### config.mk
export PLATFORM = sky130hd
export DESIGN_NAME = pipe_skid_reg
export DESIGN_NICKNAME = d
export VERILOG_FILES = /design/src/rtl/pipe_skid_reg.sv
export SDC_FILE = /design/constraint.sdc
export NUM_CORES = 1
export LEC_CHECK = 0
export BUFFER_PORTS_ARGS = -buffer_cell sky130_fd_sc_hd__buf_2
export CAP_MARGIN = 20
export CORE_ASPECT_RATIO = 1.1
export CORE_MARGIN = 5
export CORE_UTILIZATION = 40
export DETAILED_ROUTE_END_ITERATION = 8
export PLACE_DENSITY_LB_ADDON = 0.15
export SLEW_MARGIN = 0
export SYNTH_ARGS = -nofsm -noshare
export SYNTH_HDL_FRONTEND = slang
export SYNTH_SLANG_ARGS = --single-unit
### constraint.sdc
create_clock -name clk -period 3.5 [get_ports clk]
set_input_delay 0.525 -clock clk [delete_from_list [all_inputs] [get_ports clk]]
set_output_delay 0.525 -clock clk [all_outputs]
set_load 0.01 [all_outputs]
### src/rtl/pipe_skid_reg.sv
// pipe_skid_reg: pipeline stage register with a valid/ready handshake and
// a two-entry skid buffer. It also supports synchronous flush and counts
// stall cycles.
//
// Ports:
//   clk, reset  - clock and synchronous active-high reset
//   flush       - discard held beats and any beat accepted this cycle
//   in_valid    - upstream handshake valid
//   in_ready    - upstream handshake ready (registered)
//   in_data     - upstream payload
//   out_valid   - downstream handshake valid (registered)
//   out_ready   - downstream handshake ready
//   out_data    - downstream payload (registered)
//   occupancy   - number of held beats: 0, 1 or 2 (registered)
//   stall_cnt   - saturating count of cycles with out_valid & !out_ready
//
// All handshake outputs come directly from flops. No combinational path
// exists from out_ready to in_ready.
module pipe_skid_reg #(
  parameter int unsigned DATA_W = 32,
  parameter int unsigned CNT_W  = 16
) (
  input  logic              clk,
  input  logic              reset,
  input  logic              flush,
  input  logic              in_valid,
  output logic              in_ready,
  input  logic [DATA_W-1:0] in_data,
  output logic              out_valid,
  input  logic              out_ready,
  output logic [DATA_W-1:0] out_data,
  output logic [1:0]        occupancy,
  output logic [CNT_W-1:0]  stall_cnt
);

  typedef enum logic [1:0] {
    EMPTY = 2'd0,
    ONE   = 2'd1,
    FULL  = 2'd2
  } state_t;

  state_t            state_q;
  state_t            state_nxt;
  logic [DATA_W-1:0] main_q;
  logic [DATA_W-1:0] skid_q;
  logic              load_main_in;
  logic              load_main_skid;
  logic              load_skid;
  logic              in_fire;
  logic              out_fire;

  assign in_fire  = in_valid & in_ready;
  assign out_fire = out_valid & out_ready;
  assign out_data = main_q;

  // State register plus registered decodes of the next state.
  always_ff @(posedge clk) begin
    if (reset) begin
      state_q   <= EMPTY;
      out_valid <= 1'b0;
      in_ready  <= 1'b1;
      occupancy <= 2'd0;
    end else begin
      state_q   <= state_nxt;
      out_valid <= (state_nxt != EMPTY);
      in_ready  <= (state_nxt != FULL);
      occupancy <= 2'(state_nxt);
    end
  end

  // Next-state and data-load decisions.
  always_comb begin
    state_nxt      = state_q;
    load_main_in   = 1'b0;
    load_main_skid = 1'b0;
    load_skid      = 1'b0;
    if (flush) begin
      state_nxt = EMPTY;
    end else begin
      unique case (state_q)
        EMPTY: begin
          if (in_fire) begin
            state_nxt    = ONE;
            load_main_in = 1'b1;
          end
        end
        ONE: begin
          if (in_fire && out_fire) begin
            load_main_in = 1'b1;
          end else if (in_fire) begin
            state_nxt = FULL;
            load_skid = 1'b1;
          end else if (out_fire) begin
            state_nxt = EMPTY;
          end
        end
        FULL: begin
          if (out_fire) begin
            state_nxt      = ONE;
            load_main_skid = 1'b1;
          end
        end
        default: state_nxt = EMPTY;
      endcase
    end
  end

  // Payload storage: the main entry drives out_data, and skid holds the overflow beat.
  always_ff @(posedge clk) begin
    if (reset) begin
      main_q <= '0;
      skid_q <= '0;
    end else begin
      if (load_main_in) begin
        main_q <= in_data;
      end else if (load_main_skid) begin
        main_q <= skid_q;
      end
      if (load_skid) begin
        skid_q <= in_data;
      end
    end
  end

  // Saturating stall counter. Flush does not clear it.
  always_ff @(posedge clk) begin
    if (reset) begin
      stall_cnt <= '0;
    end else if (out_valid && !out_ready && (stall_cnt != {CNT_W{1'b1}})) begin
      stall_cnt <= stall_cnt + CNT_W'(1);
    end
  end

endmodule

==> summary.txt <==
GRT
  – Vias in the first global route: around 2900
  – Met3 Use GR: 0.0490
  – Global Route met2 Usage: 0.280
  – Largest net degree at the start of global routing: 57
  – Global-route wire length before repair: 13.8 mm
  – Initial antenna violation count: 1
  – GRT busiest layer: met2
  – Gr usage total: 0.160
  – M1 GR Usage: 0.185
  – GR Overflow Total: 0

Place
  – Placer Congestion: between 0.7 and 0.8
  – Dpl cells: 549
  – Count of input and output buffers: slightly below 90
  – Place WS: 1.27 ns
  – Hpwl dp: 5.57 mm

Synthesis
  – Proportion of netlist area held by the largest area contributor: 0.480
  – Top cell type by total area after synthesis: dfxtp_1
  – Main combinational cell family by area after synthesis: simple AND/OR/NAND/NOR gates
  – Mean Syn Cell Area: 9.44 sq um
  – Post-synthesis adder-cell area fraction: 0.00357
  – Synth cell types: 43
  – Synth Area in Compound Gates: 0.182
  – Synth Register Bits: 84
  – Cell area after synthesis: 3500 sq um
  – Synth top area cells: dfxtp_1, mux2i_1, o2bb2ai_1
  – Mux cell area share after synthesis: 0.107
  – Post-Syn Instances: 371
  – Post-synthesis sequential area ratio: 0.480
  – Synth Net Count: 409
  – Post-synth EDFFs: 0
  – Xor/xnor share of the synthesized area: 0.00250
  – Post-synth ARST share: 0
  – Yosys warning total: 0
  – Synth Area in Simple Gates: 0.184
  – Primary FF master, synth: dfxtp_1

Worst setup path
  – Required time worst endpoint: 3.73 ns
  – Worst Setup Start Kind: flop
  – Critical Path Sink Type: flop
  – Crit path kind: flop to flop
  – Critical path peak fanout: 14
  – Critical path arrival: around 2.3 ns

Routing
  – Routed len/inst: 14.8 um
  – Via count: roughly 3000
  – Via/cell ratio: 5.24
  – First-pass DRT Iterations: 4
  – DRC Markers: 0
  – DRT iter0 DRCs: 120
  – Antenna-violating nets left: 0
  – WL final: ~8.3 mm

Outcome
  – Outcome: complete, no violations

Layout
  – Fillers: 842
  – Final core occ: 0.499
  – Syn-to-layout area delta: 20.3%
  – Layout cells sized above 1: 0.273
  – Cell Count, Final, Fillers Out: 565
  – Register area: approximately 1700 sq um
  – ANT cells: 0
  – Area of the multi-input gates: 1690 sq um
  – Layout Nets: 488

Worst hold path
  – Hold Path Class: input pin to flop

Clocking
  – Clock transition at path regs: around 0.080 ns
  – CTS buffer count: 9
  – CTS tree: done
  – H-tree depth: 3
  – CTS Sinks: 84
  – Root buf cell: clkbuf_8
  – CTS Hold Bufs: 0
  – # Post-CTS Setup Buffers: 0
  – Clock buffer depth: 2
  – PostCTS Resize Cnt: 0
  – Clock latency at the later pin of the worst-skew pair: ~0.34 ns

Power and ir drop
  – Int Power: 1.38 mW
  – Combinational Power Share: 0.088
  – Psw: 435 uW
  – Sw frac: 0.239
  – Clock power frac: 0.371
  – Sequential share of power: 0.542
  – Pwr dens: between 400 and 500 nW/um^2
  – Leakage: 1.72 nW
  – Worst IR drop on VDD: 0.000189 V

STA
  – RSZ-0062 raised after global routing: false
  – Fin. Hold Viols: 0
  – Worst Skew: 0.00777 ns
  – Tcrit/Tclk final: 0.588
  – Fmax: roughly 490 MHz
  – Setup violators final: 0
  – Worst-Margin Slew: 1.07 ns
  – Slew Limit Fails: 0
  – Relative slew slack: 0.290
  – Post-route setup slack: 1.44 ns
  – Post-layout min period: ~2.1 ns
  – Setup TNS: 0 ns

Die
  – I/O pins: 89
  – Die extent in x: 99.2 um
  – Die ar.: 10700 sq um
  – Core footprint: 8450 sq um
  – Die height: 108 um
  – Initial Utilization: 0.415
  – Placement Rows: 35

Job
  – Max-cap violation count: 0
-- metrics by stage --
| step | hold WS [ns] | power [mW] | cell area (sq um) |
|---|---|---|---|
| 6_report | 0.428 | 1.82 | 4220 |
| 5_1_grt | 0.419 | 1.90 | 4220 |
| 4_1_cts | 0.415 | 1.84 | 4190 |
| 3_5_place_dp | 0.444 | 1.17 | 4000 |
| 3_3_place_gp | 0.441 | 1.17 | 4000 |
| 2_1_floorplan | 0.433 | 1.11 | 3500 |
-- layout make-up --
| type | instances | share of cell area |
|---|---|---|
| multi-input cells | 258 | 0.402 |
| flip-flops and latches | 84 | 0.399 |
| repair buffers | 92 | 0.116 |
| clock buffers | 11 | 0.0335 |
| well taps | 111 | 0.0329 |
| clock inverters | 4 | 0.0119 |
| inverters | 5 | 0.00445 |
-- critical path: stages, from the launching register on --
cell	delay, ns
dfxtp_1	0.42
ha_1	0.24
nand4_1	0.27
nor4_4	0.61
nor3_1	0.12
mux2_2	0.29
-- power groups by stage --
stage | clock, mW | sequential [mW] | combinational (mW)
after floorplan | 0 | 1.01 | 0.0924
after global placement | 0 | 1.01 | 0.160
after detailed placement | 0 | 1.01 | 0.161
after CTS | 0.696 | 0.986 | 0.162
after global routing | 0.736 | 0.989 | 0.178
final | 0.674 | 0.986 | 0.159
-- Yosys cell counts (all sizes together) (5+ instances only) --
library cell	instances
o2bb2ai	32
nand4	5
nor2	8
o31ai	6
nand2	73
or3	7
a21oi	45
inv	5
o21ai	7
mux2i	34
nor3	5
nand3	6
clkbuf	7
buf	16
dfxtp	84
-- registers in the layout, summed over array words and instances, names as in the netlist --
name,cells
out_valid,1
out_data,32
stall_cnt,16
state_q,2
in_ready,1
skid_q,32
-- layout by cell type (no fill, tap or decap), types with 6 or more instances in the layout --
master / count
buf_2: 88
o31ai_1: 6
clkbuf_8: 10
o21ai_0: 7
dfxtp_1: 84
mux2i_1: 34
o2bb2ai_1: 32
nor2_1: 7
nand2_1: 73
a21oi_1: 44
nand3_1: 6
-- routing by layer --
metal	vias to the layer above	wire length [um]
li1	1488	-
met1	1393	3580
met2	65	4170
met3	10	483
met5	-	11
met4	2	102
-- path summary, 6_finish.rpt --
check / startpoint / endpoint / slack, ns / cells after the start
setup / recovery: stall_cnt[0] / stall_cnt[3] / 1.44 / 5
hold reg to reg: skid_q[26] / skid_q[26] / 0.45 / 2
hold / removal: in_data[1] / skid_q[1] / 0.43 / 3
setup reg to reg: stall_cnt[0] / stall_cnt[3] / 1.44 / 5
-- cell families (layout without fill, tap and decap cells) --
group,count (synthesis),count (layout)
buffers and inverters,29,112
xor gates and xnor gates,1,1
muxes,37,37
DFF,84,84
and+or+nand+nor,124,124
adders and majority gates,1,1
AOI/OAI and AO/OA,95,95
Note: power is estimated with default switching activity, not from simulation.
